==> src/rtl/uart_rx_fifo.sv <==
// Receive FIFO between uart_rx and the mem_ctl UART register window.
// Show-ahead read port, sticky overflow/break status and a level interrupt.
module uart_rx_fifo #(
  parameter int DEPTH         = 16,
  parameter int LOG2_DEPTH    = 4,
  parameter int IRQ_THRESHOLD = 1
) (
  input  logic                  clk,
  input  logic                  rst_n,
  input  logic                  enable,
  output logic                  uart_rx_en,
  input  logic                  uart_rx_valid,
  input  logic [7:0]            uart_rx_data,
  input  logic                  uart_rx_break,
  input  logic                  pop,
  input  logic                  flush,
  input  logic                  clr_flags,
  output logic [7:0]            rd_data,
  output logic                  rd_valid,
  output logic                  full,
  output logic [LOG2_DEPTH:0]   count,
  output logic                  overflow,
  output logic                  break_seen,
  output logic                  irq
);

  localparam logic [LOG2_DEPTH:0] FULL_COUNT = (LOG2_DEPTH+1)'(DEPTH);
  localparam logic [LOG2_DEPTH:0] IRQ_COUNT  = (LOG2_DEPTH+1)'(IRQ_THRESHOLD);

  logic [7:0]            mem_q [DEPTH];
  logic [LOG2_DEPTH-1:0] wr_ptr_q, wr_ptr_d;
  logic [LOG2_DEPTH-1:0] rd_ptr_q, rd_ptr_d;
  logic [LOG2_DEPTH:0]   count_q, count_d;
  logic                  overflow_q, overflow_d;
  logic                  break_seen_q, break_seen_d;

  logic push_req;
  logic pop_eff;
  logic do_push;
  logic ovf_set;
  logic is_full;
  logic is_empty;

  assign is_full  = (count_q == FULL_COUNT);
  assign is_empty = (count_q == '0);

  always_comb begin
    push_req     = uart_rx_valid & enable & ~uart_rx_break & ~flush;
    pop_eff      = pop & ~is_empty & ~flush;
    // A simultaneous pop frees the slot, so a full FIFO can still accept
    do_push      = push_req & (~is_full | pop_eff);
    ovf_set      = push_req & is_full & ~pop_eff;

    wr_ptr_d     = wr_ptr_q;
    rd_ptr_d     = rd_ptr_q;
    count_d      = count_q;
    overflow_d   = overflow_q;
    break_seen_d = break_seen_q;

    if (flush) begin
      wr_ptr_d = '0;
      rd_ptr_d = '0;
      count_d  = '0;
    end else begin
      if (do_push) wr_ptr_d = wr_ptr_q + 1'b1;
      if (pop_eff) rd_ptr_d = rd_ptr_q + 1'b1;
      if (do_push && !pop_eff)      count_d = count_q + 1'b1;
      else if (!do_push && pop_eff) count_d = count_q - 1'b1;
    end

    if (clr_flags) begin
      overflow_d   = 1'b0;
      break_seen_d = 1'b0;
    end
    if (ovf_set)       overflow_d   = 1'b1;
    if (uart_rx_break) break_seen_d = 1'b1;
  end

  always_ff @(posedge clk) begin
    if (!rst_n) begin
      wr_ptr_q     <= '0;
      rd_ptr_q     <= '0;
      count_q      <= '0;
      overflow_q   <= 1'b0;
      break_seen_q <= 1'b0;
    end else begin
      wr_ptr_q     <= wr_ptr_d;
      rd_ptr_q     <= rd_ptr_d;
      count_q      <= count_d;
      overflow_q   <= overflow_d;
      break_seen_q <= break_seen_d;
    end
  end

  // Storage is deliberately left unreset; the pointers define what is valid
  always_ff @(posedge clk) begin
    if (do_push) mem_q[wr_ptr_q] <= uart_rx_data;
  end

  assign uart_rx_en = enable;
  assign rd_valid   = ~is_empty;
  assign rd_data    = is_empty ? 8'h00 : mem_q[rd_ptr_q];
  assign full       = is_full;
  assign count      = count_q;
  assign overflow   = overflow_q;
  assign break_seen = break_seen_q;
  assign irq        = (count_q >= IRQ_COUNT) | overflow_q;

endmodule
==> config.mk <==
export PLATFORM = sky130hd
export DESIGN_NAME = uart_rx_fifo
export DESIGN_NICKNAME = d
export VERILOG_FILES = /design/src/rtl/uart_rx_fifo.sv
export SDC_FILE = /design/constraint.sdc
export NUM_CORES = 1
export LEC_CHECK = 0
export BUFFER_PORTS_ARGS = -buffer_cell sky130_fd_sc_hd__clkbuf_2
export CORE_UTILIZATION = 60
export CTS_BUF_LIST = sky130_fd_sc_hd__clkbuf_16
export CTS_CLUSTER_SIZE = 14
export DETAILED_ROUTE_END_ITERATION = 16
export MAX_ROUTING_LAYER = met4
export PLACE_DENSITY = 0.88
export SYNTH_ARGS = -nofsm -noshare
export SYNTH_HDL_FRONTEND = slang
export SYNTH_SLANG_ARGS = --single-unit
==> constraint.sdc <==
create_clock -name clk -period 3.2 [get_ports clk]
set_input_delay 0.64 -clock clk [delete_from_list [all_inputs] [get_ports clk]]
set_output_delay 0.64 -clock clk [all_outputs]
set_load 0.01 [all_outputs]
==> results.md, run 1 <==
* Launching element type of the critical path: register
* Avg Vias per Cell at 6.00
* Area of the mapped netlist at between 5000 and 6000 um2
* Setup_tns at 0 ns
* Clock buffer depth at 2
* Total power draw at 4.17 mW
* Post-layout min period at just over 3 ns
* Register share of total power at 0.502
* Switch Pwr at approximately 0.82 mW
* Leftover overflow at the end of global routing at 0
* CTS root buffer: sky130_fd_sc_hd__clkbuf_16
* Warnings from Yosys at 0
* Initial Utilization at 0.614
* Share of power burned in combinational logic at 0.028
* Vias after detailed routing at 3157
* Post-DP HPWL at roughly 7.0 mm
* Wire length of the first global-routing pass at 17.9 mm
* Signal arrival time at the worst endpoint at ~2.4 ns
* Post-route non-filler standard cell count at 526
* Most frequent cells in the layout: sky130_fd_sc_hd__edfxtp_1, sky130_fd_sc_hd__clkbuf_2, sky130_fd_sc_hd__nor2_1
* Violation count after the first detailed-route iteration at between 150 and 200
* Area share of the largest cell type after synthesis at 0.643
* Clock insertion delay at the later pin of the skew report at 0.41 ns
* Kind of end point of the critical path: output pin
* Upper clock frequency limit at 0.331 GHz
* Dominant combinational cell family by area after synthesis: multiplexers
* Number of CTS-inserted buffers at 17
* Growth of design area from synthesis to finish at 16.3%
* Mapped Avg Cell Area at ~18 um2
* GRT Total Usage at 0.263
* Most used flip-flop cell after synthesis: sky130_fd_sc_hd__edfxtp_1
* CTS tree: done
* Maximum net fanout on the critical path at 32
* Number of antenna repair diodes at 0
* Port-buffer cells at 34
* Proportion of synthesized area in mux cells at 0.162
* Clock network power share at 0.471
* Crit share post-route at 0.945
* Antenna violations before repair at 0
* Netlist cell types at 38
* Cell taking the most area after synthesis: sky130_fd_sc_hd__edfxtp_1
* Routed wire length at 12.0 mm
* Final weighted congestion in routability-driven placement at between 0.7 and 0.8
* Net Sw Frac at 0.197
* Max Slew Vio Count at 0
* Xor/xnor cell area share of the yosys netlist at 0.0147
* Final number of setup-violating endpoints at 0
* Most common library cell in the layout ignoring fill and taps: sky130_fd_sc_hd__edfxtp_1
* PwrDens at 599 nW/um2
* Clk slew on worst S/H paths at ~0.060 ns
* Die ar. at approximately 10000 um2
* Hold-fix buffers, CTS at 0
* Fraction of registers with async set or reset after synthesis at 0
* Worst vdd ir at 0.000442 V
* DR DRC count at 0
* I/O pin total at 35
* Register area share after synthesis at 0.707
* Top cells by area, synth: sky130_fd_sc_hd__edfxtp_1, sky130_fd_sc_hd__mux4_2, sky130_fd_sc_hd__dfxtp_1
* Count of final hold-check violations at 0
* Worst min-delay path category: input port to register
* Clock H-tree levels at 4
* Total nets after synthesis at 351
* Number of iterations in the first detailed-routing pass at 4
* Post-synthesis adder-cell area fraction at 0.0209
* Proportion of layout cells with a drive suffix above 1 at 0.288
* ANT nets after route at 0
* Vias in the first global route at around 3100
* Clock sink count at between 100 and 150
* Compound-gate portion of the synthesized area at 0.0243
* Outcome: finished, final reports clean
* Area of the core at 9730 um2
* WP data required at approximately 2.6 ns
* Cell count after placement at just under 500
* Pin slew with the least headroom to its limit at around 0.62 ns
* NumNets Final at 408
* Maximum number of pins on one net before global-route repair at 33
* Number of synthesized register bits at approximately 150
* Die boundary width at 102 um
* Unrepaired setup endpoints after global routing: false
* Standard-cell rows at 36
* Overall die height at 102 um
* Relative slew slack at 0.585
* Maxcap violations at 0
* Post-synthesis share of cell area spent on and, or, nand and nor gates at 0.0488
* Clk_skew at a little over 0.005 ns
* Number of instances in the synthesized netlist at 325
* Wire length per cell at around 23 um
* Static Leakage at ~2.3 nW
* Internal portion of total power at between 3 and 4 mW
* Worst Setup Path Type: register to output pin
* EDFF count, synth at around 130
==> routing by layer <==
metal	up-vias	share of wire	GRT usage	wire, um
li1	1401	-	-	-
met1	1603	0.39	0.299	4680
met2	124	0.53	0.445	6350
met4	0	0.029	0.119	350
met3	29	0.052	0.0609	629
met5	-	0	-	0
==> metrics by stage <==
step           hold WS [ns]   util  cell area, um2  setup WS [ns]
2_1_floorplan         0.485      -            5980          0.648
3_3_place_gp          0.504  0.655            6370          0.636
3_5_place_dp          0.525  0.655            6370          0.534
4_1_cts               0.457  0.715            6960         0.0474
5_1_grt               0.468  0.715            6960         0.0859
6_report              0.462  0.715            6960          0.176
==> cell families (layout without fill, tap and decap cells) <==
group / after synthesis / after routing
xor gates and xnor gates: 10 / 10
AOI/OAI and AO/OA: 26 / 26
buffers and inverters: 22 / 90
DFF: 147 / 147
adders and majority gates: 10 / 10
and+or+nand+nor: 59 / 59
muxes: 51 / 51
==> worst max-delay path: stages (launching register included) <==
cell                       delay [ns]
sky130_fd_sc_hd__dfxtp_1         0.35
sky130_fd_sc_hd__buf_12          0.23
sky130_fd_sc_hd__mux4_1          0.61
sky130_fd_sc_hd__mux2_2          0.28
sky130_fd_sc_hd__o21ai_1         0.27
sky130_fd_sc_hd__a21oi_1         0.07
sky130_fd_sc_hd__clkbuf_2        0.16
==> final timing paths <==
check,from,end,slack (ns),cells after the start
max reg2reg,count[1]$_SDFFE_PP0P_,count[4]$_SDFFE_PP0P_,0.50,9
min reg2reg,rd_ptr_q[3]$_SDFFE_PP0N_,register,0.53,2
max,register,rd_data[7],0.18,6
min,uart_rx_break,break_seen$_SDFFE_PN0P_,0.46,2
==> area by class of cell <==
type | count | area, um2
timing repair buffer | 55 | 340
tap | 133 | 166
clock inverter | 13 | 161
sequential | 147 | 4220
clock buffer | 17 | 425
inverter | 5 | 18.8
multi-input combinational | 156 | 1620
fill | 597 | 2770
==> synth_stat cells, types with 2 or more instances <==
master and number:
sky130_fd_sc_hd__nor2b_1 3, sky130_fd_sc_hd__o21a_1 2, sky130_fd_sc_hd__buf_4 2, sky130_fd_sc_hd__nor3_1 5, sky130_fd_sc_hd__nand4_1 2, sky130_fd_sc_hd__ha_1 10
sky130_fd_sc_hd__nand2b_1 4, sky130_fd_sc_hd__mux2_2 8, sky130_fd_sc_hd__o21ai_0 4, sky130_fd_sc_hd__nand2_1 7, sky130_fd_sc_hd__mux2i_1 11, sky130_fd_sc_hd__xor2_1 6
sky130_fd_sc_hd__mux4_1 13, sky130_fd_sc_hd__buf_2 5, sky130_fd_sc_hd__mux4_2 19, sky130_fd_sc_hd__nor2_1 27, sky130_fd_sc_hd__a21oi_1 12, sky130_fd_sc_hd__inv_1 5
sky130_fd_sc_hd__buf_6 3, sky130_fd_sc_hd__o21ai_1 5, sky130_fd_sc_hd__edfxtp_1 128, sky130_fd_sc_hd__dfxtp_1 19, sky130_fd_sc_hd__clkbuf_1 5, sky130_fd_sc_hd__nand3_1 3
sky130_fd_sc_hd__xnor2_1 4
==> sequential cells by signal, summed over array words and instances (netlist names), named ones only <==
register,cells
wr_ptr_q,4
count,5
rd_ptr_q,4
mem_q,128
overflow,1
break_seen,1
==> timing repair <==
item	4_1_cts	5_1_grt
gates resized for setup	0	1
endpoints found under the setup margin	0	1
setup buffers	0	0
==> power by group through the flow <==
stage               Combinational (mW)  Sequential (mW)  Clock (mW)
finish                           0.115             2.09        1.96
global route                     0.126             2.09        2.06
global placement                 0.107             2.13           0
floorplan                       0.0550             2.13           0
CTS                              0.115             2.09        1.98
detailed placement               0.113             2.13           0
Power figures use the tool's default switching activity.
==> inputs of run 2 (changes only) <==
--- a/config.mk
+++ b/config.mk
@@ -7,3 +7,2 @@
 export LEC_CHECK = 0
-export BUFFER_PORTS_ARGS = -buffer_cell sky130_fd_sc_hd__clkbuf_2
 export CORE_UTILIZATION = 60
@@ -12,4 +11,5 @@
 export DETAILED_ROUTE_END_ITERATION = 16
+export DONT_BUFFER_PORTS = 1
 export MAX_ROUTING_LAYER = met4
-export PLACE_DENSITY = 0.88
+export PLACE_DENSITY = 0.85
 export SYNTH_ARGS = -nofsm -noshare
==> constraint.sdc (replaced) <==
create_clock -name clk -period 3.2 [get_ports clk]
set_input_delay 0.32 -clock clk [delete_from_list [all_inputs] [get_ports clk]]
set_output_delay 0.32 -clock clk [all_outputs]
set_load 0.01 [all_outputs]
==> run 2 against run 1 <==
Against the previous run:
- register-to-register slack got worse by 0.04 ns
- count of clock-buffer cells in the layout did not move
- die area did not move
- combinational power is 15% lower
- first-iteration DRC count up 50%
- worst setup slack improved by 0.28 ns
- non-clock buffer count fell by 27
- final cell count shrank 4.8%
- global-route usage is 1.3 points lower
- via count fell by 5.5%
- sequential share of layout area grew 1.0 points
- largest power group unchanged
==> results.md, run 2 (synthesized netlist as in run 1, its figures left out) <==
* Clk slew on worst S/H paths at 0.06 ns (about the same)
* Clk_skew at 0.00556 ns (+0.000473 ns)
* Wire length on met3 at 628 um (-0.16%)
* Routed wire length at 11.2 mm (-6.4%)
* Clock H-tree levels at 4 (unchanged)
* Switch Pwr at 0.856 mW (+4.3%)
* Most common library cell in the layout ignoring fill and taps: sky130_fd_sc_hd__edfxtp_1
* Die boundary width at 102 um (unchanged)
* Net Sw Frac at 0.207 (+0.0103)
* Port-buffer cells at 0 (-100%)
* Outcome: finished, final reports clean
* Antenna violations before repair at 0 (unchanged)
* Most frequent cells in the layout: sky130_fd_sc_hd__edfxtp_1, sky130_fd_sc_hd__nor2_1, sky130_fd_sc_hd__buf_4
* NumNets Final at 381 (-6.6%)
* Static Leakage at 2.22 nW (-5.5%)
* Setup_tns at 0 ns (unchanged)
* Share of power burned in combinational logic at 0.024 (-0.004)
* Clock network power share at 0.470 (about the same)
* WP data required at 3.48 ns (+0.92 ns)
* Growth of design area from synthesis to finish at 14.5%
* Initial Utilization at 0.614 (unchanged)
* Wire length of the first global-routing pass at 17.1 mm (-4.1%)
* Vias in the first global route at 3100 (-1.3%)
* Vias after detailed routing at 2983 (-5.5%)
* Launching element type of the critical path: register
* Register share of total power at 0.507 (+0.005)
* Signal arrival time at the worst endpoint at 3.03 ns (+0.65 ns)
* Leftover overflow at the end of global routing at 0 (unchanged)
* Wire length per cell at 22.4 um (-1.7%)
* Overall die height at 102 um (unchanged)
* Proportion of layout cells with a drive suffix above 1 at 0.217 (-0.0701)
* CTS root buffer: sky130_fd_sc_hd__clkbuf_16
* Die ar. at 10400 um2 (unchanged)
* Count of final hold-check violations at 0 (unchanged)
* GRT Total Usage at 0.250 (-0.0131)
* Number of antenna repair diodes at 0 (unchanged)
* Worst Setup Path Type: register to register
* Routed length on met2 at 5.91 mm (-7.0%)
* CTS-repair resized insts at 0 (unchanged)
* Final number of setup-violating endpoints at 0 (unchanged)
* Number of fillers in the final layout at 612 (+2.5%)
* Internal portion of total power at 3.27 mW (-2.2%)
* Maximum number of pins on one net before global-route repair at 33 (unchanged)
* Buffer count from post-CTS setup fixing at 0 (unchanged)
* Number of flip-flops under the largest register name at 128 (unchanged)
* Pin slew with the least headroom to its limit at 0.845 ns (+0.223 ns)
* Violation count after the first detailed-route iteration at 238 (+50%)
* Number of CTS-inserted buffers at 17 (unchanged)
* Standard-cell rows at 36 (unchanged)
* Number of iterations in the first detailed-routing pass at 5 (+1)
* Clock insertion delay at the later pin of the skew report at 0.41 ns (about the same)
* Post-Route M1 WL at 4.51 mm (-3.6%)
* Kind of end point of the critical path: register
* Final weighted congestion in routability-driven placement at 0.751 (-3.5%)
* Worst vdd ir at 0.000408 V (-7.6%)
* Relative slew slack at 0.435 (-0.150)
* Area of the core at 9730 um2 (unchanged)
* Worst min-delay path category: input port to register
* Unrepaired setup endpoints after global routing: false
* Maximum net fanout on the critical path at 7 (-78%)
* Hold-fix buffers, CTS at 8 (+8)
* ANT nets after route at 0 (unchanged)
* Most flops, register: mem_q
* DR DRC count at 0 (unchanged)
* Upper clock frequency limit at 0.364 GHz (+10%)
* Highest signal layer in the routed design: met4
* Post-DP HPWL at 6.53 mm (-7.2%)
* Crit share post-route at 0.858 (-0.0874)
* Clock buffer depth at 2 (unchanged)
* PwrDens at 604 nW/um2 (+0.73%)
* Total power draw at 4.13 mW (-0.90%)
* Avg Vias per Cell at 5.95 (-0.80%)
* I/O pin total at 35 (unchanged)
* Max Slew Vio Count at 0 (unchanged)
* CTS tree: done
* Maxcap violations at 0 (unchanged)
* Post-layout min period at 2.74 ns (-0.280 ns)
* Clock sink count at 147 (unchanged)
## run 2: final timing paths
check	slack [ns]	from	cells after the start	endpoint
worst min register to register	0.53	rd_ptr_q[3]$_SDFFE_PP0N_	2	register
worst max-delay path	0.46	count[1]$_SDFFE_PP0P_	9	count[4]$_SDFFE_PP0P_
worst max register to register	0.46	count[1]$_SDFFE_PP0P_	9	count[4]$_SDFFE_PP0P_
worst min-delay path	0.03	rst_n	1	break_seen$_SDFFE_PN0P_
## run 2: metrics by stage
step           setup slack (ns)  std cells  hold slack [ns]  utilization  area [um2]
3_5_place_dp              0.473        461            0.419        0.635        6180
3_3_place_gp              0.568        461            0.419        0.635        6180
2_1_floorplan             0.648        325            0.419            -        5980
5_1_grt                   0.282        501           0.0179        0.703        6840
4_1_cts                   0.438        501           0.0216        0.703        6840
6_report                  0.455        501           0.0316        0.703        6840
## run 2: critical path, cell delays in order, from the launching register on
cell	delay, ns
sky130_fd_sc_hd__dfxtp_1	0.39
sky130_fd_sc_hd__inv_1	0.15
sky130_fd_sc_hd__ha_1	0.18
sky130_fd_sc_hd__nor4bb_1	0.39
sky130_fd_sc_hd__a21oi_2	0.20
sky130_fd_sc_hd__ha_1	0.32
sky130_fd_sc_hd__or4b_2	0.63
sky130_fd_sc_hd__a21oi_1	0.17
sky130_fd_sc_hd__xnor2_1	0.13
sky130_fd_sc_hd__nor2_1	0.05
## run 2: per-layer routing
metal  vias up  track usage
met5         -            -
met3        18       0.0602
li1       1350            -
met2       113        0.409
met1      1502        0.296
met4         0        0.111
## run 2: power groups by stage
stage / clock network [mW] / registers (mW) / logic (mW)
4_1_cts: 1.95 / 2.09 / 0.0984
3_5_place_dp: 0 / 2.13 / 0.0680
3_3_place_gp: 0 / 2.13 / 0.0664
2_1_floorplan: 0 / 2.13 / 0.0550
5_1_grt: 2.04 / 2.09 / 0.108
6_report: 1.94 / 2.09 / 0.0981
## run 2: cell type report
class                      instances  area (um2)  area share
sequential                       147        4220       0.617
multi-input combinational        156        1620       0.237
clock buffer                      17         425      0.0622
timing repair buffer              28         230      0.0336
tap                              133         166      0.0243
clock inverter                    15         159      0.0232
inverter                           5        18.8     0.00274
==> inputs of run 3 (changes only) <==
- CTS_BUF_LIST: sky130_fd_sc_hd__clkbuf_16 -> unset
==> run 3 against run 2 <==
Against the previous run:
- core utilization grew 0.090 points
- clock skew increased by 0.0026 ns
- combinational power about the same
- register-to-register slack about the same
- flip-flop and latch count stayed put
- global-route usage is 0.18 points lower
- first-iteration DRC count decreased by 7.1%
- count of clock-buffer cells in the layout grew 1
- non-clock buffer count increased by 2
- clock power shrank 3%
- critical path depth shrank 4
- critical endpoint is now rd_data[1]
- highest routed layer unchanged
==> results.md, run 3 (synthesized netlist as in run 1, its figures left out) <==
* Vias after detailed routing at 3008 (+0.84%)
* WP data required at 2.88 ns (-0.60 ns)
* Number of CTS-inserted buffers at 17 (unchanged)
* Max incr delay on CP at 0.63 ns (about the same)
* Number of antenna repair diodes at 0 (unchanged)
* CTS root buffer: sky130_fd_sc_hd__clkbuf_8
* Standard-cell rows at 36 (unchanged)
* PwrDens at 596 nW/um2 (-1.2%)
* Final number of setup-violating endpoints at 0 (unchanged)
* Maximum net fanout on the critical path at 32 (+25)
* Post-route non-filler standard cell count at 503 (+0.40%)
* CP delay by family, top: multiplexers
* Count of final hold-check violations at 0 (unchanged)
* Vias in the first global route at 3121 (+0.68%)
* Worst r2r src: count[1]$_SDFFE_PP0P_
* Avg Vias per Cell at 5.98 (+0.44%)
* CP Cell Sequence: buf_4 > mux4_1 > mux2_2 > o21ai_0 > a21oi_1
* I/O pin total at 35 (unchanged)
* Antenna violations before repair at 0 (unchanged)
* Clk_skew at 0.00820 ns (+0.00265 ns)
* Relative slew slack at 0.423 (-0.0116)
* NumNets Final at 383 (+0.52%)
* Clk slew on worst S/H paths at 0.06 ns (about the same)
* Static Leakage at 2.22 nW (about the same)
* Setup slack, reg-to-reg at 0.46 ns (about the same)
* Number of iterations in the first detailed-routing pass at 4 (-1)
* Launching element type of the critical path: register
* Cell count after placement at 461 (unchanged)
* ANT nets after route at 0 (unchanged)
* Post-DP HPWL at 6.53 mm (unchanged)
* Clock buffer depth at 2 (unchanged)
* Combined buffer and inverter count along the critical path at 1 (unchanged)
* Most common library cell in the layout ignoring fill and taps: sky130_fd_sc_hd__edfxtp_1
* Max Slew Vio Count at 0 (unchanged)
* Worst min-delay path category: input port to register
* GRT Total Usage at 0.248 (-0.00185)
* Final design area excluding fillers at 6850 um2 (+0.13%)
* Source of the worst hold timing path: clr_flags
* Most flops, register: mem_q
* Minimum setup slack in the final design at 0.383 ns (-0.0717 ns)
* Placed Area at 6180 um2 (unchanged)
* Upper clock frequency limit at 0.355 GHz (-2.5%)
* CTS-repair resized insts at 0 (unchanged)
* CTS tree: done
* Kind of end point of the critical path: output pin
* Clock sink count at 147 (unchanged)
* Proportion of layout cells with a drive suffix above 1 at 0.216 (-0.00118)
* Area of the core at 9730 um2 (unchanged)
* Clock insertion delay at the later pin of the skew report at 0.51 ns (+0.10 ns)
* DR DRC count at 0 (unchanged)
* Die ar. at 10400 um2 (unchanged)
* Die boundary width at 102 um (unchanged)
* Setup_tns at 0 ns (unchanged)
* Growth of design area from synthesis to finish at 14.6%
* Signal arrival time at the worst endpoint at 2.50 ns (-0.53 ns)
* Initial Utilization at 0.614 (unchanged)
* Worst Setup Path Type: register to output pin
* Port-buffer cells at 0 (unchanged)
* Routed wire length at 11.2 mm (-0.21%)
* Leftover overflow at the end of global routing at 0 (unchanged)
* Violation count after the first detailed-route iteration at 221 (-7.1%)
* Crit share post-route at 0.880 (+0.0224)
* Worst vdd ir at 0.000377 V (-7.5%)
* Maximum number of pins on one net before global-route repair at 33 (unchanged)
* Post-layout min period at 2.82 ns (+0.0717 ns)
* Worst-path cell with the longest stage delay: sky130_fd_sc_hd__mux4_1
* Number of flip-flops under the largest register name at 128 (unchanged)
* Pre-CTS WS at 0.473 ns (unchanged)
* Wire length per cell at 22.3 um (-0.61%)
* Overall die height at 102 um (unchanged)
* Pin slew with the least headroom to its limit at 0.864 ns (+0.0194 ns)
* Outcome: finished, final reports clean
* Wire length of the first global-routing pass at 17.0 mm (-0.40%)
* Final weighted congestion in routability-driven placement at 0.751 (unchanged)
* Most frequent cells in the layout: sky130_fd_sc_hd__edfxtp_1, sky130_fd_sc_hd__nor2_1, sky130_fd_sc_hd__buf_4
* Unrepaired setup endpoints after global routing: false
* Maxcap violations at 0 (unchanged)
* Clock H-tree levels at 4 (unchanged)
## run 3: cell count changes in the layout (fill, tap and decap cells not counted), sizes merged
cell | previous run | this run
clkbuf | 17 | 18
inv | 9 | 8
dlygate4sd3 | 8 | 10
## run 3: layout make-up
class                   count  area, um2
repair buffers             30        250
clock buffers              18        418
multi-input cells         156       1620
inverters                   5       18.8
well taps                 133        166
flip-flops and latches    147       4220
clock inverters            14        155
fillers                   598       2880
## run 3: through the flow
stage / utilization / hold slack, ns / power [mW]
final: 0.704 / 0.0315 / 4.08
after global routing: 0.704 / 0.0136 / 4.20
after CTS: 0.704 / 0.0184 / 4.11
after detailed placement: 0.635 / 0.419 / 2.20
after global placement: 0.635 / 0.419 / 2.20
after floorplan: - / 0.419 / 2.19
## run 3: repair_timing
item | CTS | global route
setup endpoints to repair | 0 | 0
hold buffers | 10 | 0
buffers inserted | 0 | 0
hold endpoints to repair | 130 | 0
## run 3: worst reg2reg max path, cell delays in order (launching register included)
cell	delay [ns]
sky130_fd_sc_hd__dfxtp_1	0.39
sky130_fd_sc_hd__inv_1	0.15
sky130_fd_sc_hd__ha_1	0.18
sky130_fd_sc_hd__nor4bb_1	0.40
sky130_fd_sc_hd__a21oi_2	0.20
sky130_fd_sc_hd__ha_1	0.32
sky130_fd_sc_hd__or4b_2	0.63
sky130_fd_sc_hd__a21oi_1	0.17
sky130_fd_sc_hd__xnor2_1	0.13
sky130_fd_sc_hd__nor2_1	0.05
## run 3: report_power, final
group | total (mW) | switching, mW | internal, mW | leakage, nW
Combinational | 0.101 | 0.0643 | 0.0363 | 0.650
Clock | 1.89 | 0.775 | 1.12 | 0.264
Sequential | 2.09 | 0.00621 | 2.09 | 1.30
Total | 4.08 | 0.845 | 3.24 | 2.22
## run 3: layer usage
| metal | part of all wire | track usage | vias up |
|---|---|---|---|
| li1 | - | - | 1353 |
| met1 | 0.38 | 0.289 | 1503 |
| met2 | 0.52 | 0.394 | 130 |
| met3 | 0.074 | 0.0705 | 22 |
| met4 | 0.025 | 0.130 | 0 |
| met5 | 0 | - | - |
## run 3: worst paths after layout
check | endpoint | cells past startpoint
setup / recovery | rd_data[1] | 5
hold / removal | overflow$_SDFFE_PN0P_ | 2
setup reg to reg | count[4]$_SDFFE_PP0P_ | 9
hold reg to reg | register | 2
